--- src/rtl/register_universal.sv ---
// register_universal
// WIDTH-bit universal register: clear, preset, parallel load, shift, rotate
// and up/down count, with a separately registered complement output.
// Serial and terminal outputs are combinational so that several instances
// can be chained into wider shift registers or counters.

module register_universal #(
    parameter int unsigned          WIDTH        = 4,
    parameter logic [WIDTH-1:0]     PRESET_VALUE = {WIDTH{1'b1}}
) (
    input  logic             clockpulse,
    input  logic             clear,
    input  logic             preset,
    input  logic             enable,
    input  logic [2:0]       mode,
    input  logic [WIDTH-1:0] data,
    input  logic             serial_in_left,
    input  logic             serial_in_right,
    output logic [WIDTH-1:0] signal_q,
    output logic [WIDTH-1:0] signal_q_,
    output logic             serial_out,
    output logic             terminal
);

    // Operation select encoding
    localparam logic [2:0] MODE_HOLD   = 3'b000;
    localparam logic [2:0] MODE_LOAD   = 3'b001;
    localparam logic [2:0] MODE_SHL    = 3'b010;
    localparam logic [2:0] MODE_SHR    = 3'b011;
    localparam logic [2:0] MODE_ROL    = 3'b100;
    localparam logic [2:0] MODE_ROR    = 3'b101;
    localparam logic [2:0] MODE_CNT_UP = 3'b110;
    localparam logic [2:0] MODE_CNT_DN = 3'b111;

    localparam logic [WIDTH-1:0] ONE = {{(WIDTH-1){1'b0}}, 1'b1};

    logic [WIDTH-1:0] state_q;
    logic [WIDTH-1:0] state_d;
    logic [WIDTH-1:0] comp_q;
    logic [WIDTH-1:0] comp_d;

    logic             count_full;
    logic             count_empty;

    assign count_full  = &state_q;
    assign count_empty = ~|state_q;

    // Next-state selection for preset / enable / mode (clear handled at the flop)
    always_comb begin
        state_d = state_q;
        if (preset) begin
            state_d = PRESET_VALUE;
        end else if (enable) begin
            case (mode)
                MODE_HOLD:   state_d = state_q;
                MODE_LOAD:   state_d = data;
                MODE_SHL:    state_d = {state_q[WIDTH-2:0], serial_in_right};
                MODE_SHR:    state_d = {serial_in_left, state_q[WIDTH-1:1]};
                MODE_ROL:    state_d = {state_q[WIDTH-2:0], state_q[WIDTH-1]};
                MODE_ROR:    state_d = {state_q[0], state_q[WIDTH-1:1]};
                MODE_CNT_UP: state_d = state_q + ONE;
                MODE_CNT_DN: state_d = state_q - ONE;
                default:     state_d = state_q;
            endcase
        end
        // The complement is computed from the next state and stored in its
        // own register, so signal_q_ never depends combinationally on signal_q.
        comp_d = ~state_d;
    end

    // State and complement registers; clear overrides everything else
    always_ff @(posedge clockpulse) begin
        if (clear) begin
            state_q <= '0;
            comp_q  <= '1;
        end else begin
            state_q <= state_d;
            comp_q  <= comp_d;
        end
    end

    // Bit leaving the register for the current shift/rotate direction
    always_comb begin
        serial_out = 1'b0;
        case (mode)
            MODE_SHL, MODE_ROL: serial_out = state_q[WIDTH-1];
            MODE_SHR, MODE_ROR: serial_out = state_q[0];
            default:            serial_out = 1'b0;
        endcase
    end

    // Carry/borrow out: asserted only when this edge will actually wrap
    always_comb begin
        terminal = 1'b0;
        if (enable && !clear && !preset) begin
            if (mode == MODE_CNT_UP) begin
                terminal = count_full;
            end else if (mode == MODE_CNT_DN) begin
                terminal = count_empty;
            end
        end
    end

    assign signal_q  = state_q;
    assign signal_q_ = comp_q;

endmodule
--- config.mk ---
export PLATFORM = sky130hd
export DESIGN_NAME = register_universal
export DESIGN_NICKNAME = d
export VERILOG_FILES = /design/src/rtl/register_universal.sv
export SDC_FILE = /design/constraint.sdc
export NUM_CORES = 1
export LEC_CHECK = 0
export CAP_MARGIN = 10
export CORE_MARGIN = 5
export CORE_UTILIZATION = 45
export DETAILED_ROUTE_END_ITERATION = 8
export PLACE_DENSITY = 0.89
export SLEW_MARGIN = 40
export SYNTH_ARGS = -nofsm -noshare
export SYNTH_HDL_FRONTEND = slang
export SYNTH_SLANG_ARGS = --single-unit
--- constraint.sdc ---
create_clock -name clockpulse -period 4.1 [get_ports clockpulse]
set_input_delay 0.41 -clock clockpulse [delete_from_list [all_inputs] [get_ports clockpulse]]
set_output_delay 0.41 -clock clockpulse [all_outputs]
set_load 0.005 [all_outputs]
# After elaboration in Yosys (flattened, before gate mapping)

Index checks and enable logic that the tools add are counted.
W data, S select, Z words.

Reductions and logical operators: 10
Mux-type cells: 7
Add/sub/neg operators: 2
Bitwise gates (word level): 1
Eq/ne operators: 7

Operators by type and width:

| kind                  | count |
|---|---|
| $pmux W4 S8           | 1 |
| $eq A3 B3 Y1 const B  | 4 |
| $mux W4               | 2 |
| $eq A3 B2 Y1 const B  | 2 |
| $add A4 B1 Y4 const B | 1 |
| $not A4 Y4            | 1 |
| $reduce_and A4 Y1     | 1 |
| $reduce_or A2 Y1      | 2 |
| $reduce_or A4 Y1      | 1 |
| $sub A4 B1 Y4 const B | 1 |
| $eq A3 B1 Y1 const B  | 1 |
| $logic_not A1 Y1      | 3 |
| $logic_not A3 Y1      | 1 |
| $mux W1               | 3 |
| $logic_and A1 B1 Y1   | 2 |
| $pmux W1 S2           | 1 |

Bits of input ports: 13
Register bits: 8

# Depth between registers and ports, before layout

Gate-level depths: netlist (run 1).

Word-level depth: 5
Depth in mapped cells: 9

# Worst setup path after synthesis (run 1)

OpenSTA, ideal clock, no wires.

Path kind: input -> register
From: in mode[0]
To: reg state_q[2], in the netlist signal_q[2]
Arrival: 1766 ps
Path slack: 2213 ps
Buffers on the path: 2
Cell stages on the path: 9
Cell sequence: buf_4 > buf_2 > nand3_1 > xnor2_1 > ha_1 > xor2_1 > o21ai_0 > a21oi_1 > o311a_1

Cells in the longest elaborated chain, start to end: 4

Ends and longest elaborated chain:

| element                                    | line | source |
|---|---|---|
| start, declared                            | 15   | `input logic [2:0] mode,` |
| $eq A3 B3 Y1, or another cell as far along | 54   | `case (mode)` |
| $pmux W4 S8 *                              | 54   |  |
| $mux W4 *                                  | 53   | `end else if (enable) begin` |
| $mux W4 *                                  | 51   | `if (preset) begin` |
| end signal, assigned                       | 77   | `state_q <= state_d;` |
| end, declared                              | 37   | `logic [WIDTH-1:0] state_q;` |

Mark *: on every way between the ends. The rest lies on a longest branch, timed or not.
A chain may end at the register's enable or synchronous reset.

# Worst setup path in the final report (run 1)

From: in mode[1]
To: out terminal

Cells in the longest elaborated chain, start to end: 4

Ends and longest elaborated chain:

| element       | line | source |
|---|---|---|
| $eq A3 B3 Y1  | 98   | `end else if (mode == MODE_CNT_DN) begin` |
| $mux W1       | 98   |  |
| $mux W1 *     | 96   | `if (mode == MODE_CNT_UP) begin` |
| $mux W1 *     | 95   | `if (enable && !clear && !preset) begin` |
| end, declared | 22   | `output logic terminal` |

Marks and branches as above.

==> run_results.csv, run 1 <==
group,metric,value,unit
outcome,status,"finished, final reports clean",
global_route,grt_max_degree,23,
cts,tritoncts.num_buffers,3,
power_and_ir_drop,power_density,258,mW/mm²
worst_setup_path,max_stage_delay,0.90,ns
sta,max_freq,0.373,GHz
global_route,grt_pass1_wl,2750,µm
final_layout,fin_nets,121,
sta,finalSetupViolations,0,
logic_synthesis,synth_area_leaders,"dfxtp_1 (22%), a311oi_1 (4.8%), buf_4 (4.1%), nand2_1 (4.1%), xnor2_1 (3.6%)",
detailed_routing,drtIter0Drc,6,
global_route,overflow,0,
floorplan,start_util,0.475,
sta,timing.final.crit_period,2.68,ns
power_and_ir_drop,power,239,µW
cts,clk_path_buf_depth,2,
min_path,hold_path_startpoint,"signal_q[3]",
power_and_ir_drop,p_clk_frac,0.241,
worst_setup_path,startpoint_type,"input pin",
worst_setup_path,cp_top_family,"buffers and inverters",
cts,hold_buffers,0,
cts,clkTransAtPathRegs,0.05,ns
worst_setup_path,crit_type,"input pin to output port",
global_route,grt_pass1_vias,608,
cts,post_cts_resized,0,
worst_setup_path,worstPathCellList,"clkdlybuf4s50_1, nand2_1, nor3_1, clkdlybuf4s50_1",
min_path,hold_path.class,"flip-flop to flip-flop",
power_and_ir_drop,comb_power_share,0.347,
cts,post_cts_buffers,0,
worst_setup_path,critPathRequiredTime,3.69,ns
detailed_routing,num_vias,722,
power_and_ir_drop,power.share.switching,0.304,
logic_synthesis,synth_async_sr_flop_share,0,
place,gp_congestion,0.828,
sta,drv_slew,0,
place,dp_cells,118,
logic_synthesis,ys_types,39,
logic_synthesis,syn-cell-area,724,µm²
detailed_routing,ant_nets,0,
final_layout,drive_above_1_share,0.0762,
logic_synthesis,syn_area_per_cell,8.23,µm²
floorplan,dieArea,0.00251,mm²
power_and_ir_drop,max-vdd-ir-drop,0.0000986,V
logic_synthesis,synth_top_area_frac,0.221,
cts,cts_max_level,1,
worst_setup_path,setup.worst_path.start,"mode[1]",
worst_setup_path,cp_slowest_cell,"clkdlybuf4s50_1",
worst_setup_path,critPathMaxFanout,22,
floorplan,fp-row-count,14,
detailed_routing,dr.pass1.iters,4,
global_route,grt_usage,0.136,
place,port_buffers,22,
logic_synthesis,yosys-top-cells-count,"dfxtp_1 (8), nand2_1 (8), inv_1 (6)",
final_layout,antennaDiodeCount,0,
sta,slew_headroom,0.550,
sta,skew,0.000741,ns
cts,cts.sinks,8,
power_and_ir_drop,leakage,0.000341,µW
logic_synthesis,ys_seq_area_frac,0.221,
worst_setup_path,crit_top_cell,"clkdlybuf4s50_1",
logic_synthesis,synthCells,88,
logic_synthesis,synth_warnings,0,
logic_synthesis,synth-edff-count,0,
sta,hold_ws,0.667,ns
floorplan,die_w,50.1,µm
cts,clk_latency,0.25,ns
detailed_routing,wire_per_inst,13.8,µm
final_layout,final_cell_count_no_fill,121,
power_and_ir_drop,p_int,166,µW
power_and_ir_drop,p_switching,72.7,µW
sta,fin_ws,1.42,ns
worst_setup_path,r2r-start,"signal_q[1]",
cts,ctsRootBufferMaster,"clkbuf_4",
place,dp_hpwl,1220,µm
job,drv_cap,0,
worst_setup_path,cp.arrival,2.27,ns
place,dp_slack,1.37,ns
global_route,antenna_found_initial,0,
detailed_routing,drc,0,
logic_synthesis,yosys.area.top_type,"dfxtp_1",
floorplan,core,0.00152,mm²
logic_synthesis,ys.flop_type,"dfxtp_1",
sta,grt_setup_unrepaired,"false",
sta,final_hold_viol_count,0,
worst_setup_path,path_buf_inv,2,
sta,period_share,0.654,
detailed_routing,viasPerCell,5.97,
power_and_ir_drop,pwr-share-seq,0.411,
detailed_routing,wl,1670,µm
sta,tightest_slew,0.673,ns
cts,cts_tree,"built",
floorplan,pin_count,23,
sta,tns,0,ns
worst_setup_path,cp-end-kind,"output port",
floorplan,die_h,50.1,µm
final_layout,fill_cells,153,
final_layout,syn2layout_area_growth,27.6,%
logic_synthesis,syn_nets,102,
logic_synthesis,ys_ff_latch,8,
## layout by cell type (no fill, tap or decap), types with 2 or more instances in the layout
master | synthesis | routed
nor3b_1 | 2 | 2
nor2_1 | 3 | 3
a21oi_1 | 4 | 4
nand2b_1 | 2 | 2
a31oi_1 | 2 | 2
a221o_1 | 2 | 2
o21a_1 | 2 | 2
o21ai_0 | 5 | 5
nand2_1 | 8 | 8
a221oi_1 | 2 | 2
clkdlybuf4s50_1 | 0 | 22
a21o_1 | 2 | 2
xnor2_1 | 3 | 3
inv_1 | 6 | 6
clkbuf_4 | 0 | 3
a32oi_1 | 2 | 2
mux2i_1 | 2 | 2
nand3b_1 | 3 | 3
dfxtp_1 | 8 | 8
a311oi_1 | 4 | 4
## state kept, by name, summed over array words and instances, names as in the netlist
register	flops
signal_q	4
signal_q_	4
## metrics by stage
stage,utilization,area [µm²]
2_1_floorplan,-,724
3_3_place_gp,0.592,902
3_5_place_dp,0.592,902
4_1_cts,0.607,925
5_1_grt,0.607,925
6_report,0.607,925
## final timing paths
path,cells after the start,slack [ns],end
min,2,0.67,signal_q[3]
max,4,1.42,terminal
max reg2reg,6,2.27,signal_q[2]
min reg2reg,2,0.67,signal_q[3]
## cell families after synthesis
family                     count (synthesis)  synth area share
AOI/OAI and AO/OA                         30             0.302
and+or+nand+nor                           28             0.252
buffers and inverters                     14             0.117
muxes                                      2            0.0276
xor gates and xnor gates                   4            0.0484
DFF                                        8             0.221
adders and majority gates                  2            0.0311
## worst min-delay path: cells and delay by family (launching register included)
kind                   cells  cell delay (ns)
AOI/OAI and AO/OA          1             0.08
buffers and inverters      1             0.12
DFF                        1             0.42
## per-layer routing
| layer | GRT usage | wire [µm] | vias up |
|---|---|---|---|
| li1 | - | - | 364 |
| met4 | 0.0524 | 18 | 0 |
| met1 | 0.172 | 783 | 331 |
| met2 | 0.215 | 760 | 25 |
| met5 | 0 | 0 | - |
| met3 | 0.0361 | 104 | 2 |
## final cells by class
| cell class | instances | area, µm² | share of cell area |
|---|---|---|---|
| Clock buffer | 3 | 22.5 | 0.0244 |
| Inverter | 6 | 22.5 | 0.0244 |
| Multi-Input combinational cell | 66 | 479 | 0.518 |
| Sequential cell | 8 | 160 | 0.173 |
| Tap cell | 16 | 20.0 | 0.0217 |
| Timing Repair Buffer | 22 | 220 | 0.238 |
## power by group through the flow
stage / clock (µW) / sequential (µW) / combinational [µW]
2_1_floorplan: 0 / 92.0 / 58.7
3_3_place_gp: 0 / 99.2 / 80.3
3_5_place_dp: 0 / 99.8 / 82.6
4_1_cts: 59.8 / 98.1 / 83.0
5_1_grt: 69.3 / 99.6 / 90.8
6_report: 57.7 / 98.2 / 83.0
Power figures use the tool's default switching activity.
==> run 2, diff against run 1 <==
CORE_UTILIZATION = 40   (was 45)
PLACE_DENSITY = 0.84   (was 0.89)
clock period = 2.3 ns   (was 4.1 ns; I/O delays follow)
==> run 2 against run 1 <==
Against the previous run: sequential power up 77%; cell area up 3.7%; global-route usage up 0.25 points; clock power up 85%; setup slack worse by 1.3 ns; via count up 2.2%; core utilization down 5.2 points; register-to-register slack worse by 1.7 ns.
==> run_results.csv, run 2 (synthesis gave the netlist of run 1 again) <==
group,metric,value,unit
detailed_routing,num_vias,738,
worst_setup_path,cp.arrival,1.91,ns
final_layout,utilization,0.555,
cts,post_cts_buffers,0,
final_layout,layout_common_cells,"clkdlybuf4s50_1 (22), nand2_1 (8), dfxtp_1 (8)",
final_layout,antennaDiodeCount,0,
cts,ctsRootBufferMaster,"clkbuf_4",
cts,cts.sinks,8,
floorplan,dieArea,0.00276,mm²
final_layout,fill_cells,165,
cts,post_cts_resized,0,
worst_setup_path,worstPathCellList,"and2_2, a32oi_1, nor3_1, clkdlybuf4s50_1",
sta,tightest_slew,0.460,ns
global_route,grt_pass1_wl,2840,µm
worst_setup_path,cp_slowest_cell,"dfxtp_1",
detailed_routing,ant_nets,0,
global_route,grt_max_degree,22,
global_route,grt_pass1_vias,638,
power_and_ir_drop,max-vdd-ir-drop,0.000249,V
cts,clk_latency,0.25,ns
cts,hold_buffers,0,
worst_setup_path,critPathRequiredTime,2.07,ns
floorplan,die_h,52.6,µm
sta,slew_headroom,0.693,
floorplan,fp-row-count,15,
job,drv_cap,0,
sta,tns,0,ns
sta,period_share,0.928,
worst_setup_path,max_stage_delay,0.60,ns
floorplan,pin_count,23,
worst_setup_path,cp-end-kind,"output port",
cts,clkTransAtPathRegs,0.05,ns
sta,finalSetupViolations,0,
sta,max_freq,0.468,GHz
detailed_routing,viasPerCell,5.55,
detailed_routing,drtIter0Drc,16,
global_route,overflow,0,
final_layout,fin_nets,124,
global_route,antenna_found_initial,0,
cts,clk_path_buf_depth,2,
worst_setup_path,path_buf_inv,1,
floorplan,core,0.00173,mm²
sta,skew,0.00207,ns
detailed_routing,wl,1740,µm
cts,cts_tree,"built",
floorplan,die_w,52.6,µm
detailed_routing,dr.pass1.iters,4,
detailed_routing,drc,0,
final_layout,syn2layout_area_growth,32.3,%
outcome,status,"finished, final reports clean",
min_path,hold_path.class,"flip-flop to flip-flop",
worst_setup_path,startpoint_type,"flip-flop",
sta,grt_setup_unrepaired,"false",
final_layout,final_common_cell,"clkdlybuf4s50_1",
sta,drv_slew,0,
worst_setup_path,crit_type,"flip-flop to output port",
power_and_ir_drop,leakage,0.000355,µW
worst_setup_path,critPathMaxFanout,11,
worst_setup_path,cp_top_family,"flip-flops",
place,port_buffers,22,
cts,cts_max_level,1,
sta,timing.final.crit_period,2.14,ns
global_route,grt_usage,0.138,
floorplan,start_util,0.420,
place,gp_congestion,0.839,
power_and_ir_drop,power_density,453,mW/mm²
detailed_routing,wire_per_inst,13.1,µm
sta,final_hold_viol_count,0,
cts,tritoncts.num_buffers,3,
final_layout,drive_above_1_share,0.102,
==> run 2: final timing paths <==
kind	start	end	slack (ns)	depth (start not counted)
hold reg to reg	signal_q[3]	signal_q[3]	0.66	2
setup reg to reg	signal_q[1]	signal_q[2]	0.56	6
setup / recovery	signal_q[2]	terminal	0.16	4
hold / removal	signal_q[3]	signal_q[3]	0.66	2
==> run 2: routing by layer <==
| metal | vias to the layer above | track usage | wire length, µm |
|---|---|---|---|
| li1 | 371 | - | - |
| met1 | 338 | 0.160 | 726 |
| met2 | 27 | 0.231 | 849 |
| met3 | 2 | 0.0541 | 128 |
| met4 | 0 | 0.0426 | 31 |
| met5 | - | 0 | 0 |
==> run 2: cell type report <==
type	count	area [µm²]	area share
multi-input cells	66	479	0.500
repair buffers	25	243	0.253
flip-flops and latches	8	160	0.167
well taps	25	31.3	0.0326
clock buffers	3	22.5	0.0235
inverters	6	22.5	0.0235
==> run 2: tightest hold or removal path, cell delays in order, from the launching register on <==
cell      delay (ns)
dfxtp_1         0.41
inv_1           0.11
a221oi_1        0.08
==> run 2: power by group <==
part	switching [µW]	internal (µW)	total, µW
combinational	64.7	88.6	153
clock	47.3	59.7	107
sequential	22.0	152	174
total	134	300	434
==> run 2: through the flow <==
| step | instances | worst slack, ns | instance area [µm²] | total power, µW | hold slack, ns |
|---|---|---|---|---|---|
| final | 133 | 0.165 | 958 | 434 | 0.656 |
| after floorplan | 88 | 0.593 | 724 | 269 | 0.309 |
| after detailed placement | 130 | 0.294 | 936 | 330 | 0.652 |
| after global placement | 130 | 0.307 | 936 | 326 | 0.642 |
| after global routing | 133 | 0.00350 | 958 | 465 | 0.701 |
| after CTS | 133 | 0.147 | 958 | 440 | 0.661 |
==> run 3, diff against run 2 <==
ABC_AREA = 1   (was unset)
CORE_ASPECT_RATIO = 0.75   (was unset)
PLACE_DENSITY = 0.85   (was 0.84)
==> run 3 against run 2 <==
Against the previous run: clock skew rose by 0.0038 ns; global-route usage is 2.2 points higher; combinational power up 5%; sequential power decreased by 7%; cell area grew 3.0%; setup slack worse by 0.059 ns; critical path depth is 3 higher; sequential cell count unchanged; maximum frequency shrank 2.7%; largest cell class unchanged.
==> run_results.csv, run 3 <==
group,metric,value,unit
outcome,status,"finished, final reports clean",
logic_synthesis,syn-cell-area,706,µm²
logic_synthesis,ys_seq_area_frac,0.227,
final_layout,syn2layout_area_growth,39.9,%
sta,hold_ws,0.584,ns
cts,clkTransAtPathRegs,0.05,ns
logic_synthesis,ys.flop_type,"dfxtp_1",
sta,slew_headroom,0.824,
detailed_routing,drc,0,
logic_synthesis,synth_area_leaders,"dfxtp_1 (23%), nand2_1 (15%), a21oi_1 (6.4%), nand3_1 (6.4%), nand4_1 (6.2%)",
logic_synthesis,yosys.area.top_type,"dfxtp_1",
sta,skew,0.00586,ns
logic_synthesis,synth_top_area_frac,0.227,
detailed_routing,wl,1870,µm
sta,finalSetupViolations,0,
sta,drv_slew,0,
logic_synthesis,synth-edff-count,0,
sta,final_hold_viol_count,0,
detailed_routing,drtIter0Drc,28,
cts,hold_buffers,0,
global_route,grt_max_degree,9,
floorplan,die_w,58.5,µm
global_route,antenna_found_initial,0,
detailed_routing,wire_per_inst,11.8,µm
worst_setup_path,crit_type,"input pin to output port",
global_route,overflow,0,
worst_setup_path,cp-end-kind,"output port",
cts,tritoncts.num_buffers,3,
logic_synthesis,syn_nets,122,
logic_synthesis,synth_async_sr_flop_share,0,
worst_setup_path,critPathRequiredTime,2.07,ns
detailed_routing,viasPerCell,5.23,
worst_setup_path,cp.arrival,1.96,ns
worst_setup_path,startpoint_type,"input pin",
detailed_routing,ant_nets,0,
logic_synthesis,yosys-top-cells-count,"nand2_1 (29), inv_1 (11), a21oi_1 (9), nand3_1 (9), dfxtp_1 (8)",
floorplan,fp-row-count,13,
worst_setup_path,critPathMaxFanout,6,
place,gp_congestion,0.995,
logic_synthesis,synth_warnings,0,
final_layout,final_common_cell,"nand2_1",
cts,post_cts_buffers,0,
place,dp_hpwl,1530,µm
sta,tightest_slew,0.264,ns
job,drv_cap,0,
logic_synthesis,syn_area_per_cell,6.53,µm²
final_layout,drive_above_1_share,0.221,
power_and_ir_drop,power,430,µW
cts,cts.sinks,8,
final_layout,layout_common_cells,"nand2_1 (29), clkdlybuf4s50_1 (22), inv_1 (11)",
global_route,grt_pass1_wl,3220,µm
worst_setup_path,path_buf_inv,5,
worst_setup_path,max_stage_delay,0.55,ns
power_and_ir_drop,max-vdd-ir-drop,0.000341,V
sta,timing.final.crit_period,2.19,ns
cts,cts_max_level,1,
cts,ctsRootBufferMaster,"clkbuf_4",
floorplan,pin_count,23,
min_path,hold_path.class,"input pin to flip-flop",
floorplan,core,0.00171,mm²
place,port_buffers,22,
logic_synthesis,ys_types,23,
sta,grt_setup_unrepaired,"false",
power_and_ir_drop,leakage,0.000461,µW
final_layout,antennaDiodeCount,0,
sta,max_freq,0.456,GHz
worst_setup_path,worstPathCellList,"clkdlybuf4s50_1, buf_4, inv_4, o21ai_2, inv_2, o21ai_1, clkdlybuf4s50_1",
final_layout,fin_nets,152,
detailed_routing,dr.pass1.iters,4,
worst_setup_path,crit_top_cell,"clkdlybuf4s50_1",
floorplan,dieArea,0.00271,mm²
cts,clk_path_buf_depth,2,
floorplan,die_h,46.4,µm
power_and_ir_drop,power_density,435,mW/mm²
logic_synthesis,synthCells,108,
worst_setup_path,cp_slowest_cell,"clkdlybuf4s50_1",
cts,clk_latency,0.26,ns
detailed_routing,num_vias,826,
sta,period_share,0.954,
global_route,grt_usage,0.160,
sta,tns,0,ns
floorplan,start_util,0.413,
cts,post_cts_resized,0,
cts,cts_tree,"built",
logic_synthesis,yosysMostFrequentCell,"nand2_1",
logic_synthesis,ys_ff_latch,8,
global_route,grt_pass1_vias,778,
final_layout,fill_cells,162,
worst_setup_path,cp_top_family,"buffers and inverters",
==> run 3: cell types whose count changed after synthesis, sizes merged, moves of 4 or more <==
| cell | previous run | this run |
|---|---|---|
| nand2 | 8 | 36 |
| buf | 8 | 3 |
| nand3 | 1 | 11 |
| a21oi | 5 | 12 |
| nor2 | 3 | 7 |
| nand4 | 0 | 7 |
| inv | 6 | 17 |
| a311oi | 4 | 0 |
==> run 3: final timing paths <==
check | from | end | slack [ns] | cells past startpoint
worst min-delay path | clear | signal_q_[2] | 0.58 | 3
worst max register to register | signal_q[1] | signal_q[2] | 0.86 | 10
worst max-delay path | mode[2] | serial_out | 0.11 | 7
worst min register to register | signal_q[3] | signal_q[3] | 0.71 | 2
==> run 3: layout make-up <==
| type | instances | area [µm²] | share of cell area |
|---|---|---|---|
| tap | 22 | 27.5 | 0.0279 |
| sequential | 8 | 160 | 0.162 |
| multi-input combinational | 80 | 435 | 0.441 |
| inverter | 17 | 76.3 | 0.0773 |
| timing repair buffer | 28 | 265 | 0.269 |
| clock buffer | 3 | 22.5 | 0.0228 |
==> run 3: cell families (layout without fill, tap and decap cells) <==
kind of cell | after synthesis | count (layout) | share of synthesized area
and+or+nand+nor | 63 | 63 | 0.449
DFF | 8 | 8 | 0.227
adders and majority gates | 1 | 1 | 0.0177
AOI/OAI and AO/OA | 16 | 16 | 0.151
buffers and inverters | 20 | 48 | 0.156
==> run 3: per-stage QoR <==
step                      worst slack (ns)  instances   util  cell area, µm²
after global placement               0.111        155  0.565             965
after detailed placement            0.0635        155  0.565             965
final                                0.106        158  0.578             987
after global routing                0.0444        158  0.578             987
after floorplan                      0.900        108      -             706
after CTS                           0.0632        158  0.578             987
==> run 3: per-layer routing <==
layer / part of all wire / routed length (µm) / vias up / track usage
met5: 0 / 0 / - / 0
met4: 0.032 / 60 / 0 / 0.0880
met1: 0.45 / 835 / 368 / 0.203
met3: 0.074 / 138 / 6 / 0.0476
li1: - / - / 409 / -
met2: 0.45 / 835 / 43 / 0.245
==> run 3: worst min-delay path: stages <==
cell and delay [ns]:
clkdlybuf4s50_1 0.42, inv_1 0.10, nand2_1 0.06
==> run 3: report_power, final <==
part	total, µW	internal (µW)	switching (µW)	leakage [µW]
Combinational	160	78.8	80.9	0.000380
Sequential	162	151	11.5	0.0000671
Clock	108	59.7	48.2	0.0000138
